File: config.mk
export PLATFORM = sky130hd
export DESIGN_NAME = term_controller
export DESIGN_NICKNAME = d
export VERILOG_FILES = /design/src/rtl/term_pkg.sv /design/src/rtl/term_controller_cursor_blinker.sv /design/src/rtl/term_controller.sv
export SDC_FILE = /design/constraint.sdc
export NUM_CORES = 1
export LEC_CHECK = 0
export BUFFER_PORTS_ARGS = -buffer_cell sky130_fd_sc_hd__buf_2
export CAP_MARGIN = 20
export CORE_ASPECT_RATIO = 2
export CORE_MARGIN = 2
export CORE_UTILIZATION = 40
export DETAILED_ROUTE_END_ITERATION = 12
export MAX_ROUTING_LAYER = met4
export PLACE_DENSITY = 0.63
export SETUP_SLACK_MARGIN = 0.5
export SLEW_MARGIN = 30
export SYNTH_ARGS = -nofsm -noshare
export SYNTH_HDL_FRONTEND = slang
export SYNTH_SLANG_ARGS = --single-unit
File: constraint.sdc
create_clock -name clk -period 9.9 [get_ports clk]
set_input_delay 1.98 -clock clk [delete_from_list [all_inputs] [get_ports clk]]
set_output_delay 1.98 -clock clk [all_outputs]
set_load 0.1 [all_outputs]
File: src/rtl/term_pkg.sv
// Shared constants, FSM state type and buffer-address helper for the
// character-terminal controller.
package term_pkg;

    localparam int TERM_COLS     = 80;
    localparam int TERM_ROWS     = 25;
    localparam int TERM_BUF_SIZE = 2000;

    // Buffer index width and the wider width used for unreduced sums.
    localparam int ADDR_W = 11;
    localparam int CALC_W = 12;

    // Control codes and the fill character used when clearing.
    localparam logic [7:0] CR    = 8'h0D;
    localparam logic [7:0] LF    = 8'h0A;
    localparam logic [7:0] BS    = 8'h08;
    localparam logic [7:0] FF    = 8'h0C;
    localparam logic [7:0] SPACE = 8'h20;

    // First and last printable codes.
    localparam logic [7:0] PRINT_LO = 8'h20;
    localparam logic [7:0] PRINT_HI = 8'h7E;

    typedef enum logic [1:0] {
        IDLE,
        CLEAR_ROW,
        CLEAR_ALL
    } term_state_t;

    // Adds two buffer offsets and folds the result back into 0..1999.
    // Callers keep both operands small enough that the 12-bit sum stays
    // below 4000, so one conditional subtraction is always sufficient.
    function automatic logic [ADDR_W-1:0] wrap_add(input logic [CALC_W-1:0] a,
                                                   input logic [CALC_W-1:0] b);
        logic [CALC_W-1:0] sum;
        sum = a + b;
        if (sum >= CALC_W'(TERM_BUF_SIZE)) begin
            sum = sum - CALC_W'(TERM_BUF_SIZE);
        end
        return sum[ADDR_W-1:0];
    endfunction

endpackage

File: src/rtl/term_controller_cursor_blinker.sv
// Cursor blink generator: blink_on starts high and inverts every
// BLINK_HALF_PERIOD clock cycles. Only instantiated when the build defines
// TERM_CURSOR_BLINK_EN.
module cursor_blinker #(
    parameter int BLINK_HALF_PERIOD = 12000000
) (
    input  logic clk,
    input  logic reset,
    output logic blink_on
);

    localparam int CNT_W = (BLINK_HALF_PERIOD > 1) ? $clog2(BLINK_HALF_PERIOD) : 1;
    localparam logic [CNT_W-1:0] LAST = CNT_W'(BLINK_HALF_PERIOD - 1);

    logic [CNT_W-1:0] count;

    // Count one half-period, then flip the phase and restart the count.
    // NOTE: state registers use non-blocking assignments so every flop
    // samples the pre-edge values, independent of statement order.
    always_ff @(posedge clk or posedge reset) begin
        if (reset) begin
            count    <= '0;
            blink_on <= 1'b1;
        end else if (count == LAST) begin
            count    <= '0;
            blink_on <= ~blink_on;
        end else begin
            count    <= count + 1'b1;
        end
    end

endmodule

File: src/rtl/term_controller.sv
// Character-terminal controller: consumes host bytes, writes printable
// characters into a 2000-cell circular character buffer, tracks the cursor
// and scroll origin, and performs row/screen clears.
// Build option: define TERM_CURSOR_BLINK_EN to enable the cursor blinker;
// otherwise cursor_blink_on is tied high and no counter exists.
module term_controller
    import term_pkg::*;
#(
    parameter int BLINK_HALF_PERIOD = 12000000
) (
    input  logic              clk,
    input  logic              reset,
    input  logic              in_valid,
    input  logic [7:0]        in_data,
    output logic              in_ready,
    output logic              wr_en,
    output logic [ADDR_W-1:0] wr_addr,
    output logic [7:0]        wr_data,
    output logic [6:0]        cursor_x,
    output logic [4:0]        cursor_y,
    output logic              cursor_blink_on,
    output logic [ADDR_W-1:0] first_char
);

    localparam logic [6:0]        LAST_COL      = 7'(TERM_COLS - 1);
    localparam logic [4:0]        LAST_ROW      = 5'(TERM_ROWS - 1);
    localparam logic [ADDR_W-1:0] ROW_LAST_IDX  = ADDR_W'(TERM_COLS - 1);
    localparam logic [ADDR_W-1:0] BUF_LAST_IDX  = ADDR_W'(TERM_BUF_SIZE - 1);
    localparam logic [CALC_W-1:0] BOTTOM_OFFSET = CALC_W'((TERM_ROWS - 1) * TERM_COLS);

    term_state_t       state, nxt_state;
    logic [ADDR_W-1:0] clear_count, nxt_count;
    logic              nxt_wr_en;
    logic [ADDR_W-1:0] nxt_wr_addr;
    logic [7:0]        nxt_wr_data;
    logic [6:0]        nxt_x;
    logic [4:0]        nxt_y;
    logic [ADDR_W-1:0] nxt_first;
    logic              do_lf;
    logic              printable;
    logic [ADDR_W-1:0] cell_addr;
    logic [ADDR_W-1:0] row_base;

    assign in_ready  = (state == IDLE);
    assign printable = (in_data >= PRINT_LO) && (in_data <= PRINT_HI);

    // Buffer cell under the cursor. first_char <= 1920 and y*80+x <= 1999,
    // so the 12-bit sum never exceeds 3919.
    assign cell_addr = wrap_add(CALC_W'(first_char),
                                CALC_W'(cursor_y) * CALC_W'(TERM_COLS) + CALC_W'(cursor_x));

    // Start of the bottom visible row; first_char already holds the scrolled
    // origin while CLEAR_ROW runs.
    assign row_base = wrap_add(CALC_W'(first_char), BOTTOM_OFFSET);

    // State register.
    always_ff @(posedge clk or posedge reset) begin
        if (reset) begin
            state <= IDLE;
        end else begin
            state <= nxt_state;
        end
    end

    // Next-state, cursor and write-port decode.
    // NOTE: every variable gets a default before the case so no path leaves
    // one unassigned, which would otherwise infer a latch.
    always_comb begin
        nxt_state   = state;
        nxt_count   = clear_count;
        nxt_wr_en   = 1'b0;
        nxt_wr_addr = wr_addr;
        nxt_wr_data = wr_data;
        nxt_x       = cursor_x;
        nxt_y       = cursor_y;
        nxt_first   = first_char;
        do_lf       = 1'b0;

        case (state)
            IDLE: begin
                if (in_valid) begin
                    if (printable) begin
                        nxt_wr_en   = 1'b1;
                        nxt_wr_addr = cell_addr;
                        nxt_wr_data = in_data;
                        if (cursor_x == LAST_COL) begin
                            nxt_x = '0;
                            do_lf = 1'b1;
                        end else begin
                            nxt_x = cursor_x + 7'd1;
                        end
                    end else begin
                        case (in_data)
                            CR: nxt_x = '0;
                            LF: do_lf = 1'b1;
                            BS: begin
                                if (cursor_x != '0) begin
                                    nxt_x = cursor_x - 7'd1;
                                end
                            end
                            FF: begin
                                nxt_x     = '0;
                                nxt_y     = '0;
                                nxt_first = '0;
                                nxt_count = '0;
                                nxt_state = CLEAR_ALL;
                            end
                            default: ;
                        endcase
                    end

                    // Line feed: move down, or scroll the origin by one row
                    // and blank the row that becomes the bottom line.
                    if (do_lf) begin
                        if (cursor_y != LAST_ROW) begin
                            nxt_y = cursor_y + 5'd1;
                        end else begin
                            nxt_first = wrap_add(CALC_W'(first_char), CALC_W'(TERM_COLS));
                            nxt_count = '0;
                            nxt_state = CLEAR_ROW;
                        end
                    end
                end
            end

            CLEAR_ROW: begin
                nxt_wr_en   = 1'b1;
                nxt_wr_data = SPACE;
                nxt_wr_addr = wrap_add(CALC_W'(row_base), CALC_W'(clear_count));
                if (clear_count == ROW_LAST_IDX) begin
                    nxt_state = IDLE;
                end else begin
                    nxt_count = clear_count + 1'b1;
                end
            end

            CLEAR_ALL: begin
                nxt_wr_en   = 1'b1;
                nxt_wr_data = SPACE;
                nxt_wr_addr = clear_count;
                if (clear_count == BUF_LAST_IDX) begin
                    nxt_state = IDLE;
                end else begin
                    nxt_count = clear_count + 1'b1;
                end
            end

            default: nxt_state = IDLE;
        endcase
    end

    // Datapath registers: write port, cursor, scroll origin, clear counter.
    always_ff @(posedge clk or posedge reset) begin
        if (reset) begin
            wr_en       <= 1'b0;
            wr_addr     <= '0;
            wr_data     <= '0;
            cursor_x    <= '0;
            cursor_y    <= '0;
            first_char  <= '0;
            clear_count <= '0;
        end else begin
            wr_en       <= nxt_wr_en;
            wr_addr     <= nxt_wr_addr;
            wr_data     <= nxt_wr_data;
            cursor_x    <= nxt_x;
            cursor_y    <= nxt_y;
            first_char  <= nxt_first;
            clear_count <= nxt_count;
        end
    end

`ifdef TERM_CURSOR_BLINK_EN
    cursor_blinker #(
        .BLINK_HALF_PERIOD(BLINK_HALF_PERIOD)
    ) u_blinker (
        .clk      (clk),
        .reset    (reset),
        .blink_on (cursor_blink_on)
    );
`else
    // Steady cursor; the parameter term folds to 0, so the output stays 1.
    assign cursor_blink_on = 1'b1 | (BLINK_HALF_PERIOD < 0);
`endif

endmodule
## Word-level counts from Yosys, hierarchy flattened

Index checks and enable logic that the tools add are counted.

- Bits in registers: 56
- Output and inout port bits: 45
- Word-level logic and storage cells: 105

- Add/sub/neg operators: 13
- Multiply operators: 1
- $lt $le $gt $ge: 6
- Equality and inequality tests: 17
- Mux-type cells: 46
- Reduce and logical (&&, ||, !) cells: 14

Operator list:

| operator | number |
|---|---|
| 11-bit 2-to-1 mux | 17 |
| 11-bit case mux with 3 select lines | 2 |
| 12-bit by 11-bit greater-or-equal comparator with 1-bit output (second input constant) | 4 |
| 11-bit subtractor (second input constant) | 4 |
| 8-bit by 4-bit == test with 1-bit output (second input constant) | 4 |
| 7-bit 2-to-1 mux | 3 |
| 5-bit 2-to-1 mux | 4 |
| 8-bit 2-to-1 mux | 2 |
| 8-bit case mux with 2 select lines | 1 |
| 2-bit 2-to-1 mux | 7 |
| 7-bit case mux with 2 select lines | 1 |
| 11-bit by 11-bit adder with 12-bit output | 1 |
| 11-bit by 11-bit adder with 12-bit output (second input constant) | 1 |
| 11-bit by 12-bit adder with 12-bit output | 1 |
| 11-bit by 7-bit adder with 12-bit output (second input constant) | 1 |
| 12-bit by 7-bit adder with 12-bit output | 1 |
| 11-bit by 1-bit adder with 11-bit output (second input constant) | 1 |
| 11-bit == test (second input constant) | 1 |
| 11-bit by 7-bit == test with 1-bit output (second input constant) | 1 |
| 2-bit inequality test (second input constant) | 5 |
| 3-bit AND reduction | 3 |
| 8-bit by 6-bit greater-or-equal comparator with 1-bit output (second input constant) | 1 |
| 8-bit by 7-bit <= comparator with 1-bit output (second input constant) | 1 |
| 5-bit by 3-bit multiplier with 8-bit output (second input constant) | 1 |
| 20 further kinds | 29 |

## Depth between registers and ports, before layout

Gate-level depths: netlist of the first run.

- Depth after elaboration: 8
- Gate-level depth with buffers: 21
- Depth with buffers taken out: 20

## Worst setup path after synthesis of the first run

Ideal clock, no wire load.

- Path type: flip-flop to flip-flop
- Start: reg first_char[7]
- End: reg wr_addr[5]
- Setup time: 126 ps
- Data arrival time: 5202 ps
- Required time: 9774 ps
- Slack: 4572 ps
- Stages on the path, launching flop included: 21
- Path buffers: 1
- Cells stage by stage: dfrtp_1 clkbuf_1 inv_2 ha_1 xor2_1 nand2_1 o41ai_1 xnor2_1 ha_1 o211ai_1 o21ai_1 xor2_1 inv_1 ha_1 nor2b_1 and4b_1 o311ai_1 o31ai_4 mux2i_1 nor2_1 o32a_1

- Cells in the longest elaborated chain, start to end: 7

Ends and longest elaborated chain:

| item | line | text |
|---|---|---|
| start, declared | term_controller.sv:22 | `output logic [ADDR_W-1:0] first_char` |
| start signal, assigned | term_controller.sv:168 | `first_char <= nxt_first;` |
| 11-bit by 11-bit adder with 12-bit output | term_pkg.sv:36 | `sum = a + b;` |
| 11-bit subtractor or 12-bit by 11-bit greater-or-equal comparator with 1-bit output (tied branches) | term_pkg.sv:38, term_pkg.sv:37 |  |
| 11-bit 2-to-1 mux | term_pkg.sv:37 | `if (sum >= CALC_W'(TERM_BUF_SIZE)) begin` |
| 11-bit by 11-bit adder with 12-bit output | term_pkg.sv:36 |  |
| 12-bit by 11-bit greater-or-equal comparator with 1-bit output or 11-bit subtractor (tied branches) | term_pkg.sv:37, term_pkg.sv:38 |  |
| 11-bit 2-to-1 mux | term_pkg.sv:37 |  |
| 11-bit case mux with 3 select lines * | term_controller.sv:79 | `case (state)` |
| end signal, assigned | term_controller.sv:164 | `wr_addr <= nxt_wr_addr;` |
| end, declared | term_controller.sv:17 | `output logic [ADDR_W-1:0] wr_addr,` |

Every way passes the cells marked *; elsewhere a longest branch is shown, timed or not. The select of a mux whose other input is x is not followed.
A chain may end at the register's enable or synchronous reset.

## Worst setup path after layout of the first run

Ends and elaborated chain as after synthesis.

==> results by group, run 1 <==
Outcome
  • Status: finished, final reports clean

Synth
  • Compound-Gate Fraction of Synth Area: 24.63%
  • Xor-xnor portion of the synthesized cell area: 4.976%
  • Synth Instances: 645
  • Post-Synth Simple-Gate Area: 23.62%
  • #FFs+latches synth: 56
  • Syn. warnings: 0
  • Mux share of post-synthesis cell area: 1.903%
  • Post-synth EDFFs: 0
  • Post-Syn Area: 0.005456 sq mm
  • Post-synth cell types: 85
  • Post-Synth Adder-Cell Area: 15.27%
  • Synth Net Count: 719
  • Largest family of logic cells by synthesized area: compound AO/OA/AOI/OAI gates
  • Async set or reset register ratio after synthesis: 100.0%
  • Avg Inst Size Synth: 8.460 sq um
  • Sequential area share after synthesis: 25.68%
  • Post-synth top flop: dfrtp_1

Detailed routing
  • DR vias/cell: 6.168
  • First-pass DRT Iterations: 5
  • DR DRC count: 0
  • Routed Antenna Nets: 0
  • Initial DRC Count: 290
  • Wirelength per Cell: 19.42 microns
  • Via count: 5212
  • Routed WL: 16410 microns

Power and ir drop
  • Max IR drop VDD: 0.00006746 V
  • PwrDens: 76.36 mW/mm^2
  • Pleak: 2.812 nW

Floorplanning
  • Full die area: 0.01465 sq mm
  • Core area: 0.01336 sq mm
  • Rows: 60
  • Initial core utilization: 40.83%
  • Ports: 56
  • Overall die height: 169.2 microns
  • Die Width: 86.59 microns

Cells and area
  • Cell area after layout: 0.006032 sq mm
  • Final core occ: 45.14%
  • Commonest cells after routing, fill and taps aside: ha_1, dfrtp_1, buf_2
  • Synthesis-to-layout area growth: 10.55%
  • Diode count: 0
  • Share of cells above drive strength 1: 12.61%
  • Final non-filler cell total: 845
  • Commonest non-fill, non-tap cell in the layout: ha_1
  • Fillers: 1332
  • Final net count: 763

Clocking
  • Hold-fix buffers, CTS: 0
  • Num CTS Buffers: 5
  • CTS tree: done
  • CTS resizes: 0
  • Post CTS Setup Buffer Count: 0
  • Clk buf depth: 2
  • CTS H-tree depth: 2
  • CTS root buffer: clkbuf_16
  • Clock transition at path regs: 0.08 ns
  • Clock Latency Late Sink: 0.31 ns
  • CTS sink count: 56

Worst setup path
  • Critical path arrival: 5.43 ns
  • Worst setup path endpoint: wr_addr[5]
  • Worst path slowest cell: o41ai_1
  • FF-to-FF setup slack: 4.66 ns
  • CP cell instances: inv_2 -> ha_1 -> xor2_1 -> nand2_1 -> o41ai_1 -> xnor2_1 -> ha_1 -> o211ai_1 -> o21ai_1 -> xor2_1 -> inv_1 -> ha_1 -> nor2b_1 -> and4b_1 -> o311ai_1 -> o31ai_4 -> mux2i_1 -> nor2_1 -> o32a_1
  • Crit path required time: 10.09 ns
  • Crit path capture type: flop
  • FF-to-FF Start: first_char[7]
  • Max FO, Critical Path: 10
  • Startpoint types: flop
  • Setup Crit Path Kind: flop to flop
  • Levels on crit path: 19
  • Worst-case reg-to-reg path depth: 19
  • Slowest stage delay, CP: 0.76 ns
  • Most frequent CP cell: ha_1
  • RR Endpoint: wr_addr[5]
  • Worst path bufs/invs: 2
  • Worst path top cell family by delay: compound AO/OA/AOI/OAI gates
  • CP Launch Point: first_char[7]

Timing
  • RSZ-0062 raised after global routing: no
  • Crit share post-route: 52.92%
  • Fin. Hold Viols: 0
  • Achievable Freq: 190.9 MHz
  • Least-Margin Pin Slew: 0.8401 ns
  • Slew HR: 43.26%
  • Slew Limit Fails: 0
  • Fin crit period: 5.239 ns
  • Setup TNS: 0 ns
  • Clk_skew: 0.006652 ns
  • Finish-stage setup viols: 0

Global route
  • Gr usage total: 23.42%
  • Global-route wire length before repair: 26360 microns
  • Largest net degree at the start of global routing: 57
  • Vias in the first global route: 5375
  • Grt total ovfl: 0
  • Initial antenna violation count: 0

Place
  • Post-Place Cell Area: 0.005861 sq mm
  • Total placed cells including tap cells: 837
  • # port buffers: 54
  • Gpl congestion: 0.8945
  • DP HPWL: 13040 microns

Run
  • Max cap viols: 0

Min path
  • Hold Path Class: flop to flop
==> cell type report <==
cell class	count	area [sq um]	area share [%]
clock buffer	5	125.1	2.074
inverter	35	131.4	2.178
tap	155	193.9	3.215
multi-input combinational	535	3849	63.80
sequential	56	1401	23.23
timing repair buffer	56	285.3	4.729
clock inverter	3	46.29	0.7675
==> synth_stat cells (4+ instances only) <==
cell	count	share of area, %
a211oi_1	5	0.69
a21o_1	9	1.2
a21oi_1	37	3.4
a221o_1	4	0.73
a221oi_1	8	1.3
a22o_1	7	1.1
a22oi_1	5	0.69
a31oi_1	6	0.69
and2_1	12	1.4
and3_1	11	1.3
and4_1	4	0.64
clkbuf_1	14	0.96
dfrtp_1	56	26
fa_1	6	2.2
ha_1	57	13
inv_1	34	2.3
mux2i_1	7	1.3
nand2_1	45	3.1
nand2b_1	6	0.69
nand3_1	19	1.7
nand4_1	12	1.4
nor2_1	53	3.6
nor2b_1	12	1.4
nor3_1	24	2.2
nor4_1	9	1.0
o211ai_1	5	0.69
o21ai_0	39	3.6
o21ai_1	5	0.46
o31ai_1	10	1.4
or2_2	4	0.46
or3_1	4	0.46
xnor2_1	22	3.5
xor2_1	9	1.4
==> state kept, by name (all words and copies together) (netlist names) <==
name / flops
state: 2
wr_en: 1
clear_count: 11
cursor_x: 7
first_char: 11
wr_data: 8
cursor_y: 5
wr_addr: 11
==> power breakdown <==
part / switching [mW] / internal (mW) / total, mW / leakage (nW)
Sequential: 0 / 0.228 / 0.228 / 0.711
Clock: 0.0944 / 0.121 / 0.215 / 0.0804
Combinational: 0.0127 / 0.00429 / 0.0170 / 2.02
Total: 0.107 / 0.353 / 0.461 / 2.81
==> logic make-up after synthesis <==
kind of cell               after synthesis
adders and majority gates               63
AOI/OAI and AO/OA                      189
DFF                                     56
xor gates and xnor gates                31
muxes                                   10
buffers and inverters                   54
other                                    1
and+or+nand+nor                        241
==> metal layers <==
metal	global-route usage [%]	routed length [microns]	up-vias
met5	-	0	-
met4	14.20	962	0
met3	2.383	600	56
met2	43.08	8984	175
met1	22.82	5866	2464
li1	-	-	2517
==> metrics by stage <==
stage	power [mW]	hold WS, ns	setup WS, ns
6_report	0.4606	0.4784	4.661
3_5_place_dp	0.2505	0.4677	4.744
3_3_place_gp	0.2501	0.4580	4.934
4_1_cts	0.4652	0.4849	4.692
2_1_floorplan	0.2435	0.5292	4.572
5_1_grt	0.4729	0.5044	4.288
==> how the worst min path moves through the flow <==
| stage | startpoint | end | slack, ns | depth (start not counted) |
|---|---|---|---|---|
| floorplan | clear_count[0] | clear_count[0] | 0.53 | 2 |
| global placement | wr_addr[0] | wr_addr[0] | 0.46 | 2 |
| detailed placement | wr_addr[0] | wr_addr[0] | 0.47 | 2 |
| CTS | wr_addr[0] | wr_addr[0] | 0.48 | 2 |
| global route | wr_addr[0] | wr_addr[0] | 0.50 | 2 |
| finish | wr_addr[0] | wr_addr[0] | 0.48 | 2 |
==> worst min-delay path, delay by kind of cell (launching register included) <==
| kind | cells | cell delay (ns) |
|---|---|---|
| flops | 1 | 0.35 |
| compound gates | 1 | 0.05 |
| simple gates | 1 | 0.05 |
Power figures use the tool's default switching activity.
==> run 2, diff against run 1 <==
Settings changed: PLACE_DENSITY 0.63 to 0.65.
Clock period 9.9 ns to 4.5 ns, I/O delays scaled along.
==> run 2 against run 1 <==
Against the previous run:
- global-route usage is 1.7 points higher
- clock skew up 0.0020 ns
- core utilization rose by 7.4 points
- wire length grew 10%
- final area up 16%
- hold slack improved by 0.0023 ns
- clock-buffer cell count is 2 higher
- register-to-register slack got worse by 4.4 ns
- clock power grew 92%
- combinational power rose by 130%
- worst setup slack got worse by 4.4 ns
- largest cell class unchanged
==> results by group, run 2 (synthesis gave the netlist of run 1 again) <==
Outcome
  • Status: finished, final reports clean

Cells and area
  • Register Area: 0.001426 sq mm
  • Synthesis-to-layout area growth: 28.69%
  • Diode count: 0
  • Final net count: 821
  • Commonest cells after routing, fill and taps aside: buf_4, buf_2, nor2_1
  • Fillers: 1252
  • Share of cells above drive strength 1: 31.15%
  • Top flop regs: clear_count (11), first_char (11), wr_addr (11)
  • Commonest non-fill, non-tap cell in the layout: buf_4
  • Cell area after layout: 0.007022 sq mm
  • Area of the multi-input gates: 0.004365 sq mm
  • Final non-filler cell total: 903

Clocking
  • CTS tree: done
  • CTS sink count: 56
  • Hold-fix buffers, CTS: 0
  • Clock Latency Late Sink: 0.30 ns
  • CTS root buffer: clkbuf_16
  • CTS H-tree depth: 2
  • Clk buf depth: 2
  • Clock transition at path regs: 0.08 ns
  • Num CTS Buffers: 5

Timing
  • Fin crit period: 4.193 ns
  • Achievable Freq: 238.5 MHz
  • Least-Margin Pin Slew: 0.7746 ns
  • Slew Limit Fails: 0
  • Slew HR: 48.29%
  • Finish-stage setup viols: 0
  • RSZ-0062 raised after global routing: yes
  • Clk_skew: 0.008609 ns
  • Min setup slack post-route: 0.3074 ns
  • Fin Hold WS: 0.4807 ns
  • Crit share post-route: 93.17%
  • Fin. Hold Viols: 0

Place
  • Gpl congestion: 0.9438
  • Total placed cells including tap cells: 850
  • DP HPWL: 13880 microns
  • Post-Place Worst Slack: -0.07011 ns
  • Post-Place Cell Area: 0.006161 sq mm
  • # port buffers: 54

Global route
  • Grt total ovfl: 0
  • Global-route wire length before repair: 28180 microns
  • Initial antenna violation count: 0
  • Vias in the first global route: 5679
  • Largest net degree at the start of global routing: 36
  • Gr usage total: 25.11%

Power and ir drop
  • Max IR drop VDD: 0.0002306 V
  • Pleak: 3.117 nW
  • PwrDens: 135.8 mW/mm^2

Detailed routing
  • Via count: 5656
  • DR DRC count: 0
  • Initial DRC Count: 335
  • First-pass DRT Iterations: 5
  • Wirelength per Cell: 20.07 microns
  • Routed Antenna Nets: 0
  • DR vias/cell: 6.264
  • Routed WL: 18130 microns

Worst setup path
  • RR Endpoint: wr_addr[7]
  • Worst-case reg-to-reg path depth: 16
  • Critical path arrival: 4.37 ns
  • FF-to-FF Start: first_char[7]
  • FF-to-FF setup slack: 0.31 ns
  • Startpoint types: flop
  • Crit path capture type: flop
  • Crit path required time: 4.68 ns
  • Setup Crit Path Kind: flop to flop
  • Max FO, Critical Path: 5

Min path
  • Hold Path Class: flop to flop
  • Hold endpoint: wr_addr[3]
  • Hold wc startpoint: wr_addr[3]
  • Worst hold stages: 2

Floorplanning
  • Initial core utilization: 40.83%
  • Ports: 56
  • Overall die height: 169.2 microns
  • Die Width: 86.59 microns
  • Full die area: 0.01465 sq mm
  • Core area: 0.01336 sq mm
  • Rows: 60

Run
  • Max cap viols: 0
## run 2: worst max-delay path by stage
stage / start / to
2_1_floorplan: first_char[7] / wr_addr[8]
3_5_place_dp: first_char[1] / wr_addr[10]
5_1_grt: first_char[7] / wr_addr[10]
4_1_cts: first_char[0] / wr_addr[8]
6_report: first_char[7] / wr_addr[7]
3_3_place_gp: first_char[1] / wr_addr[10]
## run 2: area by class of cell
cell class                      instances  area share (%)
Multi-Input combinational cell        535           62.17
Timing Repair Buffer                  114           10.60
Tap cell                              155           2.762
Inverter                               35           2.014
Clock inverter                          1          0.1069
Sequential cell                        56           20.31
Clock buffer                            7           2.031
## run 2: through the flow
stage          total power, mW  utilization, %  setup TNS [ns]
2_1_floorplan           0.5355               -         -0.2008
3_3_place_gp            0.5508           46.10               0
3_5_place_dp            0.5520           46.10        -0.07011
4_1_cts                 0.9632           50.30               0
5_1_grt                 0.9869           52.55               0
6_report                0.9537           52.55               0
## run 2: layer usage
metal / vias up / wire [microns] / track usage, %
li1: 2627 / - / -
met1: 2702 / 6029 / 24.21
met2: 242 / 9894 / 46.15
met3: 85 / 806 / 2.189
met4: 0 / 1398 / 16.37
met5: - / 0 / -
## run 2: repair_timing
action / 4_1_cts / 5_1_grt
gates resized for setup: 40 / 32
setup endpoints to repair: 7 / 7
pin swaps: 32 / 35
setup buffers: 24 / 21
## run 2: critical path, cell delays in order (launching register included)
cell and delay, ns:
dfrtp_2 0.45, inv_8 0.09, ha_4 0.16, xor2_4 0.16
nand2_2 0.09, o41ai_4 0.38, buf_4 0.21, o211a_4 0.20
nand2_4 0.06, xnor2_2 0.13, ha_1 0.34, and3_4 0.19
and3_1 0.17, a221o_2 0.46, o311ai_0 0.54, a31oi_1 0.20
a211o_1 0.25
## run 2: power breakdown
part           internal [mW]  total (mW)  switching [mW]
sequential             0.503       0.503               0
combinational        0.00945      0.0387          0.0292
clock                  0.223       0.413           0.190
total                  0.735       0.954           0.219
